$ cat src/rtl/array_output_writer_pkg.sv
// Shared definitions for the array output writer: controller state encoding
// and the accumulator-to-datapath requantisation rule.
package array_output_writer_pkg;

   typedef enum logic [1:0] {
      IDLE    = 2'd0,
      CAPTURE = 2'd1,
      WRITE   = 2'd2,
      DONE    = 2'd3
   } state_t;

   // Arithmetic right shift by the fractional-bit difference (floor toward
   // -inf), then clamp to the signed range of a width-bit datapath word.
   // Works on a wide signed value so any accumulator width up to 64 fits;
   // the caller casts the result down to its datapath width.
   function automatic logic signed [63:0] requant(input logic signed [63:0] x,
                                                  input int width,
                                                  input int decimal);
      logic signed [63:0] y;
      logic signed [63:0] hi;
      logic signed [63:0] lo;
      y  = x >>> decimal;
      hi = (64'sd1 <<< (width - 1)) - 64'sd1;
      lo = -(64'sd1 <<< (width - 1));
      if (y > hi)
         y = hi;
      else if (y < lo)
         y = lo;
      return y;
   endfunction

endpackage

$ cat src/rtl/array_output_writer_requant.sv
// One column lane: combinational shift + saturate of an accumulator result
// into a datapath word.
module output_requant
   import array_output_writer_pkg::*;
#(
   parameter int ACC_W   = 16,
   parameter int WIDTH   = 8,
   parameter int DECIMAL = 4
) (
   input  logic [ACC_W-1:0] acc,
   output logic [WIDTH-1:0] q
);

   // Sign-extend the accumulator and reuse the shared requant rule.
   assign q = WIDTH'(requant(64'(signed'(acc)), WIDTH, DECIMAL));

endmodule

$ cat src/rtl/array_output_writer.sv
// Captures skewed per-column results from the bottom of the systolic array,
// requantises them at capture time, then writes the ROWS x COLS tile
// row-major into data memory and pulses output_finish.
module array_output_writer
   import array_output_writer_pkg::*;
#(
   parameter int WIDTH     = 8,
   parameter int DECIMAL   = 4,
   parameter int ACC_W     = 16,
   parameter int ROWS      = 4,
   parameter int COLS      = 4,
   parameter int ADDR_W    = 8,
   parameter int BASE_ADDR = 40
) (
   input  logic                  clk,
   input  logic                  rst,
   input  logic                  start,
   input  logic [COLS*ACC_W-1:0] outs_array,
   input  logic [COLS-1:0]       out_valid,
   output logic                  mem_ena,
   output logic                  mem_wea,
   output logic [ADDR_W-1:0]     mem_addr,
   output logic [WIDTH-1:0]      mem_din,
   output logic                  busy,
   output logic                  output_finish,
   output logic                  overflow
);

   localparam int NUM   = ROWS * COLS;
   localparam int CNT_W = $clog2(ROWS + 1);
   localparam int IDX_W = $clog2(NUM + 1);
   localparam int RW    = (ROWS > 1) ? $clog2(ROWS) : 1;
   localparam int CW    = (COLS > 1) ? $clog2(COLS) : 1;

   state_t state, next_state;

   logic [COLS-1:0][CNT_W-1:0]           cnt;
   logic [COLS-1:0]                      full;
   logic [COLS-1:0]                      cap_en;
   logic                                 ovf_hit;
   logic [COLS-1:0][WIDTH-1:0]           rq;
   logic [ROWS-1:0][COLS-1:0][WIDTH-1:0] tile;
   logic [IDX_W-1:0]                     widx;

   // Per-column requantisers.
   genvar g;
   for (g = 0; g < COLS; g++) begin : g_rq
      output_requant #(
         .ACC_W  (ACC_W),
         .WIDTH  (WIDTH),
         .DECIMAL(DECIMAL)
      ) u_rq (
         .acc(outs_array[g*ACC_W +: ACC_W]),
         .q  (rq[g])
      );
   end

   // Column status: a column accepts a strobe only while it has room.
   always_comb begin
      full    = '0;
      cap_en  = '0;
      ovf_hit = 1'b0;
      for (int c = 0; c < COLS; c++) begin
         full[c]   = (cnt[c] == CNT_W'(ROWS));
         cap_en[c] = (state == CAPTURE) && out_valid[c] && !full[c];
         if ((state == CAPTURE) && out_valid[c] && full[c])
            ovf_hit = 1'b1;
      end
   end

   // State register.
   always_ff @(posedge clk or posedge rst) begin
      if (rst)
         state <= IDLE;
      else
         state <= next_state;
   end

   // Next-state: the WRITE decision looks at registered counters, so the
   // burst starts one cycle after the last column's counter fills.
   always_comb begin
      next_state = state;
      case (state)
         IDLE:    if (start) next_state = CAPTURE;
         CAPTURE: if (&full) next_state = WRITE;
         WRITE:   if (widx == IDX_W'(NUM)) next_state = DONE;
         DONE:    next_state = IDLE;
         default: next_state = IDLE;
      endcase
   end

   // Tile buffer: each column lane drops its value at its own row pointer.
   always_ff @(posedge clk) begin
      for (int c = 0; c < COLS; c++) begin
         if (cap_en[c])
            tile[RW'(cnt[c])][c] <= rq[c];
      end
   end

   // Counters, overflow flag and registered memory-port outputs.
   always_ff @(posedge clk or posedge rst) begin
      if (rst) begin
         cnt           <= '0;
         overflow      <= 1'b0;
         widx          <= '0;
         mem_ena       <= 1'b0;
         mem_wea       <= 1'b0;
         mem_addr      <= '0;
         mem_din       <= '0;
         output_finish <= 1'b0;
      end else begin
         mem_ena       <= (next_state == WRITE);
         mem_wea       <= (next_state == WRITE);
         output_finish <= (next_state == DONE);
         if (next_state == WRITE) begin
            mem_addr <= ADDR_W'(BASE_ADDR) + ADDR_W'(widx);
            mem_din  <= tile[RW'(int'(widx) / COLS)][CW'(int'(widx) % COLS)];
            widx     <= widx + IDX_W'(1);
         end
         if ((state == IDLE) && start) begin
            cnt      <= '0;
            overflow <= 1'b0;
            widx     <= '0;
         end else if (state == CAPTURE) begin
            for (int c = 0; c < COLS; c++) begin
               if (cap_en[c])
                  cnt[c] <= cnt[c] + CNT_W'(1);
            end
            if (ovf_hit)
               overflow <= 1'b1;
         end
      end
   end

   // Busy covers the whole capture/write window.
   assign busy = (state == CAPTURE) || (state == WRITE);

endmodule

$ cat config.mk
export PLATFORM = sky130hd
export DESIGN_NAME = array_output_writer
export DESIGN_NICKNAME = d
export VERILOG_FILES = /design/src/rtl/array_output_writer_pkg.sv /design/src/rtl/array_output_writer_requant.sv /design/src/rtl/array_output_writer.sv
export SDC_FILE = /design/constraint.sdc
export NUM_CORES = 1
export LEC_CHECK = 0
export CAP_MARGIN = 10
export CORE_MARGIN = 2
export CORE_UTILIZATION = 55
export CTS_CLUSTER_SIZE = 20
export DETAILED_ROUTE_END_ITERATION = 8
export GPL_TIMING_DRIVEN = 0
export MAX_ROUTING_LAYER = met4
export PLACE_DENSITY_LB_ADDON = 0.25
export SLEW_MARGIN = 30
export SYNTH_ARGS = -nofsm -noshare
export SYNTH_HDL_FRONTEND = slang
export SYNTH_SLANG_ARGS = --single-unit
export TNS_END_PERCENT = 100
$ cat constraint.sdc
create_clock -name clk -period 3 [get_ports clk]
set_input_delay 0.6 -clock clk [delete_from_list [all_inputs] [get_ports clk]]
set_output_delay 0.6 -clock clk [all_outputs]
set_load 0.05 [all_outputs]
==> results of run 1 <==
==> power by group <==
part           total, mW  internal [mW]  leakage, nW  switching [mW]
sequential          2.89           2.77         1.67           0.116
combinational       1.08          0.422         1.23           0.659
clock               2.30           1.47        0.302           0.832
total               6.27           4.66         3.20            1.61
==> state kept, by name, summed over array words and instances (netlist names), 2 cells and up <==
name      flops
mem_addr      7
mem_din       8
state         2
widx          5
cnt          12
tile        128
==> timing repair <==
action | in CTS | in global routing
hold buffers | 0 | 0
endpoints found under the setup margin | 3 | 8
resized for setup | 1 | 4
==> worst max-delay path: stages (launching register included) <==
cell	delay (ns)
dfrtp_1	0.41
inv_1	0.08
ha_1	0.26
nand2_1	0.13
nor4_1	0.09
o311ai_0	1.00
clkbuf_1	0.40
inv_1	0.17
a21oi_1	0.18
a21oi_1	0.06
==> placed cells by master (no fill, tap or decap), types with 2 or more instances in the layout <==
cell type        Yosys  layout
xnor2_1              7       7
clkbuf_1            14      16
inv_1               19      18
buf_4                3       3
mux2_2              13      13
clkdlybuf4s50_1      0      74
and2_1              13      13
edfxtp_1           128     128
clkbuf_2             0       2
bufinv_16            0       5
clkbuf_16            0      17
nor4_1               5       5
o31ai_1              4       4
buf_2                3       3
nor2_1              52      52
o21a_1              21      21
and3_1               7       7
nand4_1              5       5
inv_2                1       2
mux2i_1              4       4
nand3_1              7       7
a21oi_1              9       9
a22oi_1             16      16
or4_1                3       3
dfrtp_1             37      37
nand2_1             20      20
clkinv_2             0       4
mux4_2              32      32
ha_1                23      23
o21ai_0             11      11
==> per-layer routing <==
layer  routed length [um]  part of all wire [%]  vias to the layer above
met2                 7690                    51                      168
met4                  259                   1.7                        0
li1                     -                     -                     1967
met5                    0                     0                        -
met3                  832                   5.5                       17
met1                 6330                    42                     2178
==> kinds of logic after synthesis <==
group / after synthesis / synth area share, %
xor gates and xnor gates: 8 / 0.969
AOI/OAI and AO/OA: 63 / 6.12
other: 1 / 0.0519
DFF: 165 / 66.0
and+or+nand+nor: 119 / 7.84
buffers and inverters: 42 / 2.54
adders and majority gates: 23 / 3.98
muxes: 49 / 12.5
==> worst paths after layout <==
| check | to | slack (ns) | start | cells past startpoint |
|---|---|---|---|---|
| worst min-delay path | mem_addr[6]$_DFFE_PP0N_ | 0.50 | mem_addr[6]$_DFFE_PP0N_ | 1 |
| worst max-delay path | mem_addr[5]$_DFFE_PP0N_ | 0.10 | cnt[9]$_DFFE_PP0P_ | 9 |
| min in group asynchronous | cnt[4]$_DFFE_PP0P_ | 0.63 | rst | 2 |
| worst min register to register | mem_addr[6]$_DFFE_PP0N_ | 0.50 | mem_addr[6]$_DFFE_PP0N_ | 1 |
| worst max register to register | mem_addr[5]$_DFFE_PP0N_ | 0.10 | cnt[9]$_DFFE_PP0P_ | 9 |
| max in group asynchronous | mem_addr[0]$_DFFE_PP0N_ | 1.86 | rst | 2 |
==> area by class of cell <==
cell class / count / area (um^2)
flip-flops and latches: 165 / 4770
fillers: 906 / 3910
multi-input cells: 263 / 2280
repair buffers: 74 / 741
clock buffers: 21 / 440
well taps: 172 / 215
clock inverters: 11 / 181
plain buffers: 22 / 111
inverters: 20 / 75.1
==> results.json, run 1 <==
{
  "syn-cell-area_um2": 7230,
  "grt_max_degree": 38,
  "instances_no_fill": 748,
  "fin_area_um2": 8820,
  "ant_nets": 0,
  "ys_types": 38,
  "gp_congestion": 0.847,
  "route.detailed.drc": 0,
  "synth_area_per_cell_um2": 15.4,
  "busiest_layer": "met2",
  "fmax_mhz": 345,
  "crit_arrival_ns": 3.20,
  "slew-limit-headroom_pct": 16.7,
  "power_density_nw_per_um2": 711,
  "tns_ns": 0,
  "met2_usage_pct": 37.5,
  "netlist_instances": 470,
  "cts_sinks": 165,
  "cts_tree": "built",
  "ys_seq_area_share_pct": 66.0,
  "synth.area.top_cells": "edfxtp_1 53%, dfrtp_1 13%, mux4_2 10%, ha_1 4.0%, nor2_1 2.7%",
  "h-tree-depth": 4,
  "p_leak_nw": 3.20,
  "crit_type": "reg2reg",
  "path_clk_slew_ns": 0.06,
  "post-route-worst-setup-slack_ns": 0.103,
  "vias": 4330,
  "cts_setup_buffers": 0,
  "vdd_drop_max_mv": 0.484,
  "grt_util_met1_pct": 30.1,
  "crit_path_start_kind": "register",
  "start_util_pct": 56.8,
  "yosys-top-cells-count": "128 x edfxtp_1, 52 x nor2_1, 37 x dfrtp_1, 32 x mux4_2, 23 x ha_1",
  "drt-initial-drc-count": 394,
  "tightest_slew_ns": 1.23,
  "async_reset_ff_share_pct": 22.4,
  "wire_per_inst_um": 20.2,
  "die_h_um": 119,
  "drive_gt1_share_pct": 15.5,
  "cts-root-buf": "clkbuf_16",
  "finalPower_mw": 6.27,
  "timing.final.crit_share_pct": 96.6,
  "place_hpwl_um": 10400,
  "finClkSkew_ns": 0.0100,
  "rows": 41,
  "hold_viol_final": 0,
  "dpl_cell_area_um2": 8190,
  "syn_to_final_growth_pct": 21.9,
  "routed_wl_um": 15100,
  "grt_pass1_wl_um": 23800,
  "viasPerCell": 5.79,
  "synth_top_area_cell": "edfxtp_1",
  "drtPass1Iterations": 5,
  "core_area_um2": 12700,
  "final_nets": 657,
  "grt_usage_pct": 23.4,
  "crit_required_ns": 3.31,
  "synth_top_area_share_pct": 53.1,
  "holdWs_ns": 0.504,
  "setup_violations": 0,
  "synth_fp_nets": 564,
  "die-area_um2": 14100,
  "antenna_found_initial": 0,
  "grt_pass1_vias": 4412,
  "hp-class": "reg2reg",
  "period_minus_slack_ns": 2.90,
  "clock_path_buffers": 2,
  "ys_ff_latch": 165,
  "die_w_um": 119,
  "crit_fanout": 10,
  "met3_usage_pct": 5.02,
  "antenna-diode-count": 0,
  "status": "complete, no violations",
  "clkLatencyLatePin_ns": 0.42,
  "design.portCount": 92,
  "dp_slack_ns": -0.0325,
  "fin_util_pct": 69.3,
  "synth_ff_type": "edfxtp_1",
  "slew_viol_final": 0,
  "ys.warnings.count": 0,
  "cap_violations": 0,
  "yosysMostFrequentCell": "edfxtp_1",
  "cts_buffers": 17,
  "io_buffers": 74,
  "synth-edff-count": 128,
  "dp.cells": 716,
  "endpoint_kind": "register",
  "grt_remaining_overflow": 0
}
No activity file was read; power rests on OpenSTA's default activity.
==> run 2: changes to the inputs <==
--- a/config.mk
+++ b/config.mk
@@ -6,9 +6,8 @@
 export NUM_CORES = 1
 export LEC_CHECK = 0
 export CAP_MARGIN = 10
-export CORE_MARGIN = 2
 export CORE_UTILIZATION = 55
-export CTS_CLUSTER_SIZE = 20
+export CTS_CLUSTER_SIZE = 25
 export DETAILED_ROUTE_END_ITERATION = 8
 export GPL_TIMING_DRIVEN = 0
 export MAX_ROUTING_LAYER = met4
==> run 2 against run 1 <==
Against the previous run: non-clock buffer count is 1 higher; register-to-register slack better by 0.06 ns; clock skew is 0.0028 ns higher; critical path depth stayed put; clock power is 10% lower; sequential cell count stayed put; first-iteration DRC count is 20% lower; fmax is 2.2% higher; design area is 0.34% lower.
==> results.json, run 2 (synthesis gave the netlist of run 1 again) <==
{
  "endpoint_kind": "register",
  "cts_buffers": 17,
  "place_hpwl_um": 10400,
  "rsz0062_at_grt": "no",
  "layout_commonest_cell": "edfxtp_1",
  "period_minus_slack_ns": 2.83,
  "ant_nets": 0,
  "timing.final.crit_share_pct": 94.5,
  "fin_util_pct": 69.1,
  "postCtsHoldBufs": 0,
  "finalPower_mw": 6.03,
  "slew_viol_final": 0,
  "rows": 41,
  "die_h_um": 117,
  "grt_remaining_overflow": 0,
  "slew-limit-headroom_pct": 23.6,
  "die-area_um2": 13600,
  "core_area_um2": 12700,
  "vias": 4295,
  "n_fill_cell": 878,
  "largest_register_ffs": 128,
  "grt_max_degree": 29,
  "drt-initial-drc-count": 317,
  "antenna-diode-count": 0,
  "tightest_slew_ns": 1.13,
  "grt_pass1_vias": 4384,
  "setup_violations": 0,
  "wire_per_inst_um": 19.4,
  "fmax_mhz": 353,
  "gp_congestion": 0.845,
  "crit_type": "reg2reg",
  "cts-root-buf": "clkbuf_16",
  "route.detailed.drc": 0,
  "crit_required_ns": 3.31,
  "syn_to_final_growth_pct": 21.5,
  "final_cell_mix": "128 x edfxtp_1, 74 x clkdlybuf4s50_1, 52 x nor2_1, 37 x dfrtp_1, 32 x mux4_2",
  "cts_tree": "built",
  "clock_path_buffers": 2,
  "grt_pass1_wl_um": 22800,
  "design.portCount": 92,
  "cts_sinks": 165,
  "start_util_pct": 56.8,
  "die_w_um": 117,
  "status": "complete, no violations",
  "crit_fanout": 10,
  "h-tree-depth": 4,
  "routed_wl_um": 14500,
  "clkLatencyLatePin_ns": 0.42,
  "crit_path_start_kind": "register",
  "finClkSkew_ns": 0.0128,
  "hold_viol_final": 0,
  "power_density_nw_per_um2": 686,
  "final_nets": 658,
  "drive_gt1_share_pct": 15.9,
  "p_leak_nw": 3.20,
  "drtPass1Iterations": 5,
  "viasPerCell": 5.73,
  "path_clk_slew_ns": 0.06,
  "hp-class": "in2async",
  "vdd_drop_max_mv": 0.345,
  "crit_arrival_ns": 3.14,
  "cap_violations": 0,
  "io_buffers": 74,
  "antenna_found_initial": 0,
  "grt_usage_pct": 24.5
}
[run 2: changes by cell type in the layout (fill, tap and decap cells not counted)]
cell        previous run  this run
inv_4                  0         3
clkinvlp_4             1         0
clkbuf_1              16        15
clkbuf_16             17        18
buf_12                 0         1
clkinv_1               1         0
clkbuf_8               0         3
bufinv_16              5         1
[run 2: worst max-delay path, cell delays in order (launching register included)]
cell and delay, ns:
dfrtp_1 0.43, inv_1 0.09, ha_1 0.24, nand2_1 0.13, nor4_1 0.08, o311ai_0 0.92
clkbuf_1 0.40, inv_1 0.18, a21oi_1 0.19, a21oi_1 0.06
[run 2: per-stage QoR]
stage | hold WS, ns | setup TNS, ns | instance area (um^2) | setup slack (ns) | instances
CTS | 0.414 | 0 | 8780 | 0.0973 | 749
detailed placement | 0.494 | -0.155 | 8210 | -0.0752 | 717
finish | 0.420 | 0 | 8790 | 0.166 | 749
floorplan | 0.526 | 0 | 7230 | 0.427 | 470
global route | 0.436 | 0 | 8790 | 0.00340 | 749
global placement | 0.490 | -0.0936 | 8190 | -0.0766 | 716
[run 2: metal layers]
metal	global-route usage, %	wire [um]	up-vias
met3	5.29	819	21
li1	-	-	1966
met1	30.5	5940	2144
met2	39.5	7450	164
met5	-	0	-
met4	9.45	325	0
[run 2: area by class of cell]
type | instances | area [um^2] | share of cell area [%]
plain buffers | 22 | 111 | 1.27
clock buffers | 24 | 503 | 5.72
clock inverters | 8 | 68.8 | 0.783
inverters | 20 | 75.1 | 0.854
multi-input cells | 263 | 2280 | 26.0
flip-flops and latches | 165 | 4770 | 54.3
well taps | 172 | 215 | 2.45
repair buffers | 75 | 761 | 8.66
[run 2: report_power, final]
part           internal [mW]  total (mW)  leakage (nW)  switching (mW)
clock network           1.25        2.07         0.290           0.817
logic                  0.424        1.07          1.24           0.651
registers               2.77        2.89          1.67           0.117
[run 2: path summary, 6_finish.rpt]
path	cells after the start	from	to	slack (ns)
min in group clk	1	mem_addr[6]$_DFFE_PP0N_	mem_addr[6]$_DFFE_PP0N_	0.50
max reg2reg	9	cnt[9]$_DFFE_PP0P_	mem_addr[5]$_DFFE_PP0N_	0.17
min reg2reg	1	mem_addr[6]$_DFFE_PP0N_	mem_addr[6]$_DFFE_PP0N_	0.50
min	2	rst	overflow$_DFFE_PP0P_	0.42
max in group asynchronous	3	rst	mem_wea$_DFF_PP0_	2.15
max	9	cnt[9]$_DFFE_PP0P_	mem_addr[5]$_DFFE_PP0N_	0.17
[run 2: what timing repair did]
action,4_1_cts,5_1_grt
setup buffers,0,0
pin swaps,0,0
endpoints found under the setup margin,4,8
resized for setup,1,3
==> RTL edit (settings of run 2) <==
Put one more register stage on the output `overflow`, with the module's reset. The value now appears one clock later. The other outputs are not delayed to match. Comments in the files are not updated.
--- a/src/rtl/array_output_writer.sv
+++ b/src/rtl/array_output_writer.sv
@@ -31,6 +31,8 @@
    localparam int IDX_W = $clog2(NUM + 1);
    localparam int RW    = (ROWS > 1) ? $clog2(ROWS) : 1;
    localparam int CW    = (COLS > 1) ? $clog2(COLS) : 1;
+
+   logic overflow_s0;
 
    state_t state, next_state;
 
@@ -101,7 +103,7 @@
    always_ff @(posedge clk or posedge rst) begin
       if (rst) begin
          cnt           <= '0;
-         overflow      <= 1'b0;
+         overflow_s0   <= 1'b0;
          widx          <= '0;
          mem_ena       <= 1'b0;
          mem_wea       <= 1'b0;
@@ -119,7 +121,7 @@
          end
          if ((state == IDLE) && start) begin
             cnt      <= '0;
-            overflow <= 1'b0;
+            overflow_s0 <= 1'b0;
             widx     <= '0;
          end else if (state == CAPTURE) begin
             for (int c = 0; c < COLS; c++) begin
@@ -127,7 +129,7 @@
                   cnt[c] <= cnt[c] + CNT_W'(1);
             end
             if (ovf_hit)
-               overflow <= 1'b1;
+               overflow_s0 <= 1'b1;
          end
       end
    end
@@ -135,5 +137,13 @@
    // Busy covers the whole capture/write window.
    assign busy = (state == CAPTURE) || (state == WRITE);
 
+   always_ff @(posedge clk or posedge rst) begin
+      if (rst) begin
+         overflow <= '0;
+      end else begin
+         overflow <= overflow_s0;
+      end
+   end
+
 endmodule
 
Check against the original RTL: same outputs for any inputs over 4 cycles, from zero or initial values and one cycle with rst high; that may be too few to reach the edited logic, so the function may still have changed.
==> RTL edit against run 2 <==
Sequential cell count up 1. Wire length up 0.23%. Final area up 0.20%. Area after synthesis up 0.35%. Highest routed layer unchanged. Cell count up 0.13%. Total power about the same. Via count up 0.63%. Worst setup slack better by 0.0090 ns.
==> RTL edit: results (changes against run 2) <==
- Run status: finished, final reports clean (unchanged).
- The total number of vias is 4322 (was 4295).
- The final antenna diode count was 0 (unchanged).
- List of most frequent post-synthesis cells: sky130_fd_sc_hd__edfxtp_1, sky130_fd_sc_hd__nor2_1, sky130_fd_sc_hd__dfrtp_1 (unchanged).
- The final weighted congestion of routability-driven global placement came to 0.831 (was 0.845).
- The commonest register cell after synthesis is sky130_fd_sc_hd__edfxtp_1 (unchanged).
- The post-synthesis sequential area ratio was 66.1% (was 66.0%).
- The first-pass GRT wire length is 22900 microns (was 22800 microns).
- The DRC marker count from the first detailed-route iteration is 288 (was 317).
- The average detailed-routed wire length per instance was 19.4 microns (about the same).
- The number of detailed-routing iterations run before antenna repair is 5 (unchanged).
- The number of global-route vias before repair is 4379 (was 4384).
- The number of nets in the finished design is 659 (was 658).
- The arrival time of data at the critical path endpoint is 3.13 ns (was 3.14 ns).
- The depth of the most critical reg-to-reg path is 9 (unchanged).
- The final clock skew is 0.00830 ns (was 0.0128 ns).
- The fraction of final layout cells sized beyond drive strength 1 was 15.6% (was 15.9%).
- The worst relative slew slack is 47.5% (was 23.6%).
- The placed wire-length estimate after detailed placement is 10200 microns (was 10400 microns).
- The critical path startpoint is cnt[3]$_DFFE_PP0P_ (was cnt[9]$_DFFE_PP0P_).
- The highest ir drop seen on vdd is 0.000392 V (was 0.000345 V).
- The number of warning messages in the yosys log was 0 (unchanged).
- The pin count of the biggest net entering global routing is 24 (was 29).
- The clock insertion delay at the later pin of the skew report is 0.43 ns.
- The worst-case setup slack after placement is -0.0334 ns (was -0.0752 ns).
- The async set-or-reset flop fraction in the synthesized netlist was 22.9% (was 22.4%).
- The final worst-path setup slack was 0.175 ns (was 0.166 ns).
- The static power due to leakage is 3.21 nW (was 3.20 nW).
- The endpoint of the worst setup timing path is mem_din[3]$_DFFE_PP0N_ (was mem_addr[5]$_DFFE_PP0N_).
- The overall global routing resource usage was 24.3% (was 24.5%).
- The classification of the worst-slack hold path is flop to flop (was input pin to asynchronous set/reset pin).
- The net count of the mapped netlist came to 565 (was 564).
- Cells taking the most area after synthesis: sky130_fd_sc_hd__edfxtp_1, sky130_fd_sc_hd__dfrtp_1, sky130_fd_sc_hd__mux4_2 (unchanged).
==> RTL edit: worst min path at each step <==
stage                                    end  cells after the start               startpoint  slack (ns)
final                     overflow$_DFF_PP0_                      0  overflow_s0$_DFFE_PP0P_        0.42
after global routing      overflow$_DFF_PP0_                      0  overflow_s0$_DFFE_PP0P_        0.43
after CTS                 overflow$_DFF_PP0_                      0  overflow_s0$_DFFE_PP0P_        0.42
after floorplan           overflow$_DFF_PP0_                      0  overflow_s0$_DFFE_PP0P_        0.35
after detailed placement  overflow$_DFF_PP0_                      0  overflow_s0$_DFFE_PP0P_        0.39
after global placement    overflow$_DFF_PP0_                      0  overflow_s0$_DFFE_PP0P_        0.39
==> RTL edit: cell type report <==
cell class	count	area (sq um)
flip-flops and latches	166	4790
clock inverters	6	35.0
inverters	20	75.1
multi-input cells	263	2280
clock buffers	26	522
well taps	172	215
plain buffers	22	111
repair buffers	75	768
fillers	903	3920
==> RTL edit: metal layers <==
layer | routed length (microns) | GRT usage [%] | vias to the layer above | part of all wire [%]
met5 | 0 | - | - | 0
met4 | 356 | 10.5 | 0 | 2.4
met3 | 963 | 5.46 | 25 | 6.6
met2 | 7010 | 37.4 | 166 | 48
met1 | 6240 | 31.5 | 2156 | 43
li1 | - | - | 1975 | -
==> RTL edit: through the flow <==
stage                     setup TNS (ns)  std cells  area (sq um)  utilization (%)
final                                  0        750          8800             69.2
after global routing                   0        750          8800             69.2
after CTS                              0        750          8800             69.2
after detailed placement         -0.0643        718          8240             64.8
after global placement           -0.0280        717          8210             64.6
after floorplan                        0        471          7260                -
==> RTL edit: critical path, cell delays in order (launching register included) <==
cell	delay, ns
sky130_fd_sc_hd__dfrtp_1	0.42
sky130_fd_sc_hd__inv_1	0.10
sky130_fd_sc_hd__ha_1	0.21
sky130_fd_sc_hd__nand2_2	0.08
sky130_fd_sc_hd__or4_4	0.57
sky130_fd_sc_hd__a311oi_4	0.45
sky130_fd_sc_hd__inv_2	0.12
sky130_fd_sc_hd__nor2_4	0.19
sky130_fd_sc_hd__buf_4	0.22
sky130_fd_sc_hd__mux2_2	0.34
==> RTL edit: what timing repair did <==
item	in CTS	in global routing
endpoints found under the setup margin	2	8
resized for setup	1	4
cloned	0	0
==> RTL edit: report_power, final <==
group | switching, mW | internal [mW]
combinational | 0.654 | 0.426
sequential | 0.120 | 2.79
clock | 0.838 | 1.20
==> RTL edit: logic make-up after synthesis <==
logic type / synth area share, %
XOR/XNOR: 0.966
AND/OR/NAND/NOR: 7.81
AO/OA/AOI/OAI: 6.10
multiplexers: 12.5
flip-flops: 66.1
other: 0.0517
adder cells (fa/ha/maj): 3.97
buffers and inverters: 2.53
